--- src/rtl/pipeline_flow_ctrl.sv ---
// pipeline_flow_ctrl: stall/flush sequencer with pending-redirect register, perf counters and DMEM timeout
module pipeline_flow_ctrl #(
  parameter int PC_W        = 32,
  parameter int CNT_W       = 32,
  parameter int MEM_TIMEOUT = 255
) (
  input  logic             cpu_clk,
  input  logic             cpu_rst,
  input  logic             ctrl_hazard,
  input  logic [PC_W-1:0]  ex_target,
  input  logic             load_use,
  input  logic             dmem_req,
  input  logic             dmem_ready,
  input  logic             imem_ready,
  output logic             pc_hold,
  output logic             ifid_hold,
  output logic             ifid_flush,
  output logic             idex_hold,
  output logic             idex_flush,
  output logic             exmem_hold,
  output logic             memwb_bubble,
  output logic             redirect_vld,
  output logic [PC_W-1:0]  redirect_pc,
  output logic [CNT_W-1:0] stall_cnt,
  output logic [CNT_W-1:0] flush_cnt,
  output logic             mem_timeout
);
  localparam int WW = $clog2(MEM_TIMEOUT + 1);
  typedef enum logic [1:0] {RUN, MEM_WAIT, REDIR_PEND} state_t;
  state_t           state_q, state_d;
  logic [PC_W-1:0]  pend_pc_q, pend_pc_d;
  logic [CNT_W-1:0] stall_cnt_q, stall_cnt_d, flush_cnt_q, flush_cnt_d;
  logic [WW-1:0]    wait_q, wait_d;
  logic             timeout_q, timeout_d;
  logic             stall, pend, accept;
  always_comb begin
    pc_hold      = 1'b0;
    ifid_hold    = 1'b0;
    ifid_flush   = 1'b0;
    idex_hold    = 1'b0;
    idex_flush   = 1'b0;
    exmem_hold   = 1'b0;
    memwb_bubble = 1'b0;
    redirect_vld = 1'b0;
    redirect_pc  = '0;
    accept       = 1'b0;
    state_d      = state_q;
    pend_pc_d    = pend_pc_q;
    stall        = dmem_req & ~dmem_ready;
    pend         = state_q == REDIR_PEND;
    if (cpu_rst) begin
      state_d = RUN;
    end else if (stall) begin
      pc_hold      = 1'b1;
      ifid_hold    = 1'b1;
      idex_hold    = 1'b1;
      exmem_hold   = 1'b1;
      memwb_bubble = 1'b1;
      state_d      = pend ? REDIR_PEND : MEM_WAIT;
    end else if (pend || ctrl_hazard) begin
      ifid_flush   = 1'b1;
      idex_flush   = 1'b1;
      redirect_vld = 1'b1;
      redirect_pc  = pend ? pend_pc_q : ex_target;
      accept       = imem_ready;
      state_d      = imem_ready ? RUN : REDIR_PEND;
      pend_pc_d    = pend || imem_ready ? pend_pc_q : ex_target;
    end else begin
      // MEM_WAIT without an outstanding stall behaves exactly like RUN
      state_d    = RUN;
      pc_hold    = load_use | ~imem_ready;
      ifid_hold  = load_use;
      idex_flush = load_use;
      ifid_flush = ~load_use & ~imem_ready;
    end
    wait_d      = stall ? (wait_q == WW'(MEM_TIMEOUT) ? wait_q : wait_q + 1'b1) : '0;
    timeout_d   = timeout_q | (wait_d == WW'(MEM_TIMEOUT));
    stall_cnt_d = stall_cnt_q + CNT_W'(pc_hold && stall_cnt_q != '1);
    flush_cnt_d = flush_cnt_q + CNT_W'(accept && flush_cnt_q != '1);
  end
  always_ff @(posedge cpu_clk) begin
    if (cpu_rst) begin
      state_q     <= RUN;
      pend_pc_q   <= '0;
      stall_cnt_q <= '0;
      flush_cnt_q <= '0;
      wait_q      <= '0;
      timeout_q   <= 1'b0;
    end else begin
      state_q     <= state_d;
      pend_pc_q   <= pend_pc_d;
      stall_cnt_q <= stall_cnt_d;
      flush_cnt_q <= flush_cnt_d;
      wait_q      <= wait_d;
      timeout_q   <= timeout_d;
    end
  end
  assign stall_cnt   = cpu_rst ? '0 : stall_cnt_q;
  assign flush_cnt   = cpu_rst ? '0 : flush_cnt_q;
  assign mem_timeout = ~cpu_rst & timeout_q;
endmodule
--- config.mk ---
export PLATFORM = sky130hd
export DESIGN_NAME = pipeline_flow_ctrl
export DESIGN_NICKNAME = d
export VERILOG_FILES = /design/src/rtl/pipeline_flow_ctrl.sv
export SDC_FILE = /design/constraint.sdc
export NUM_CORES = 1
export LEC_CHECK = 0
export ABC_CLOCK_PERIOD_IN_PS = 3400
export BUFFER_PORTS_ARGS = -buffer_cell sky130_fd_sc_hd__buf_2
export CAP_MARGIN = 20
export CORE_ASPECT_RATIO = 0.9
export CORE_MARGIN = 2
export CORE_UTILIZATION = 48
export DETAILED_ROUTE_END_ITERATION = 6
export PLACE_DENSITY = 0.76
export SYNTH_ARGS = -nofsm -noshare
export SYNTH_HDL_FRONTEND = slang
export SYNTH_SLANG_ARGS = --single-unit
--- constraint.sdc ---
create_clock -name cpu_clk -period 3.4 [get_ports cpu_clk]
set_clock_uncertainty 0.2 [all_clocks]
set_input_delay 0.85 -clock cpu_clk [delete_from_list [all_inputs] [get_ports cpu_clk]]
set_output_delay 0.85 -clock cpu_clk [all_outputs]
set_load 0.01 [all_outputs]
==> summary.txt <==
Route
  – Final WL: around 14000 µm
  – Residual DRC: 0
  – Via count: approximately 5600
  – Iteration count of the initial detailed-routing pass: 4
  – DR vias/cell: 5.35
  – Wire per inst: 13.3 µm
  – Antenna Violating Nets Remaining: 0
  – DRT iter0 DRCs: about 300

Cells and area
  – Most frequent cells in the layout: 157 x nand2_1, 142 x buf_2, 107 x dfxtp_1
  – # nets final: 929
  – Synth-to-layout area growth: 21.9%
  – Fin area: around 7000 µm²
  – Reg area: ~2100 µm²
  – Multi-input logic area: 3190 µm²
  – Diode count: 0
  – Fill cells: ~1100
  – Post-Layout Cell Count: 1046
  – Final Util: 0.599
  – Share of post-route cells with drive strength above 1: 0.217
  – Most common cell after layout, fill and taps aside: nand2_1

Global route
  – Largest net degree at the start of global routing: 113
  – First-pass GRT wire length: roughly 23000 µm
  – Vias in the first global route: 4816
  – Grt ovf: 0
  – Gr usage total: 0.216
  – Initial antenna violation count: 0

Clock tree
  – Clk buf depth: 2
  – Sink Count: about 110
  – Cts bufs inserted: 9
  – H-tree levels: 3
  – Post-CTS Resized: 0
  – Root Buffer: clkbuf_16
  – Post-CTS Setup Inserts: 0
  – CTS tree: done
  – Worst skew pair latency: approximately 0.34 ns
  – Worst-path clk slew: around 0.07 ns
  – CTS hold repair buffers: 0

Setup path
  – CP Data Arrival Time: around 2.1 ns
  – Crit Path Max Fanout: 36
  – Slowest cell on the critical path: buf_4
  – R2r worst-path depth: 10
  – Crit path cell chain: buf_2 > nor2b_1 > buf_4 > nor2_1 > o21ai_2 > buf_4 > o41ai_1 > buf_2
  – Crit path launch type: input port
  – Max incr delay on CP: about 0.36 ns
  – Crit. End Element: output port
  – CP Data Required Time: roughly 2.4 ns
  – WS Path Type: input port to output port

Logic synthesis
  – Post-Syn Instances: between 700 and 800
  – Synth Cell Area: roughly 5600 µm²
  – Main synth FF type: dfxtp_1
  – Number of synthesized flops with an enable pin: 0
  – Synth Register Bits: between 100 and 150
  – Syn nets: 800
  – Async SR Flop Fraction: 0
  – Syn. warnings: 0
  – Top cell type by total area after synthesis: dfxtp_1
  – Unique masters post-synth: 45
  – Post-synthesis sequential area ratio: 0.383
  – Synth top area cells: dfxtp_1 38%, nand2_1 11%, a21oi_1 8.7%
  – Synth top area share: 0.383
  – Avg Cell Area, Syn: between 7 and 8 µm²

STA
  – Final setup TNS: 0 ns
  – Final Max Tran Viols: 0
  – Least-Margin Pin Slew: between 0.4 and 0.5 ns
  – Rel. slew slack: 0.688
  – Final Hold Vio Count: 0
  – Part of the cycle the worst path needs: 0.939
  – WHS: 0.256 ns
  – # setup viols final: 0
  – Final Critical Period: about 3.2 ns
  – Achievable Freq: 313 MHz
  – RSZ-0062 raised after global routing: no

Power and ir drop
  – Sw Pwr: between 0.0006 and 0.0007 W
  – Leakage: ~2.8 nW
  – Sw frac: 0.236
  – Part of the power in the clock network: 0.418
  – Comb power frac: 0.081
  – Flop pwr share: 0.501
  – Internal: just under 0.002 W
  – Pwr per Cell Area: about 380 nW/µm²
  – Peak supply drop: between 0.0002 and 0.0003 V

Die
  – Chip height: around 110 µm
  – DIE AREA: roughly 13000 µm²
  – Effective utilization at floorplan: 0.491
  – Die width: about 120 µm
  – Core Area: 11400 µm²
  – IO Pins: between 100 and 150
  – Num rows: 37

Placed design
  – Post-Place Cells: a little over 1000
  – PortBufs: around 140
  – Placer Congestion: roughly 0.86
  – DP Wirelength: roughly 10000 µm
  – DP Area: about 6500 µm²

Status
  – Outcome: complete, no violations

Worst hold path
  – Hold Crit Depth: 2
  – HP Class: flop to flop

Job
  – Max cap viols: 0
## critical path, delay by kind of cell
kind | cells | cell delay (ns)
simple gates | 2 | 0.25
buf+inv | 4 | 0.81
compound gates | 2 | 0.23
## cell families after synthesis
logic type / synth area share
AOI/OAI and AO/OA: 0.134
xor gates and xnor gates: 0.0360
adders and majority gates: 0.0112
buffers and inverters: 0.0479
DFF: 0.383
muxes: 0.0237
and+or+nand+nor: 0.364
## per-layer routing
metal,vias to the layer above,wire [µm],track usage
met5,-,0,0
met4,0,225,0.0645
met3,18,738,0.0467
met2,148,6350,0.342
met1,2557,6590,0.297
li1,2874,-,-
## area by class of cell
class	instances	share of cell area
multi-input cells	584	0.468
flip-flops and latches	107	0.314
repair buffers	169	0.136
clock buffers	11	0.0371
well taps	156	0.0286
clock inverters	5	0.00899
inverters	14	0.00771
## worst paths after layout
check | from | end | slack [ns]
max reg2reg | stall_cnt_q[10] | stall_cnt_q[28] | 0.43
min | pend_pc_q[23] | pend_pc_q[23] | 0.26
max | dmem_ready | ifid_flush | 0.21
min reg2reg | pend_pc_q[23] | pend_pc_q[23] | 0.26
## metrics by stage
stage,power [W],worst slack (ns)
after floorplan,0.00144,0.0862
after global placement,0.00152,0.0399
after detailed placement,0.00152,-0.0437
after CTS,0.00260,0.175
after global routing,0.00267,0.0901
final,0.00257,0.206
## cells in the mapped netlist (12+ instances only)
cell	instances
or4_1	17
o31ai_1	16
nor2b_1	60
inv_1	13
nor2_1	56
xnor2_1	12
clkbuf_1	40
a21oi_1	97
dfxtp_1	107
nor3_1	16
nand3_1	24
nand2_1	157
and4_1	12
nand4_1	21
or3_1	13
## sequential cells by signal, summed over array words and instances (netlist names)
name and flops:
pend_pc_q 32, stall_cnt_q 32, timeout_q 1, wait_q 8, flush_cnt_q 32, state_q 2
## power by group through the flow
| stage | clock network (W) | logic, W | registers [W] |
|---|---|---|---|
| floorplan | 0 | 0.000126 | 0.00131 |
| global placement | 0 | 0.000208 | 0.00131 |
| detailed placement | 0 | 0.000210 | 0.00131 |
| CTS | 0.00110 | 0.000210 | 0.00128 |
| global route | 0.00115 | 0.000234 | 0.00129 |
| finish | 0.00107 | 0.000208 | 0.00128 |
No activity file was read; power rests on OpenSTA's default activity.
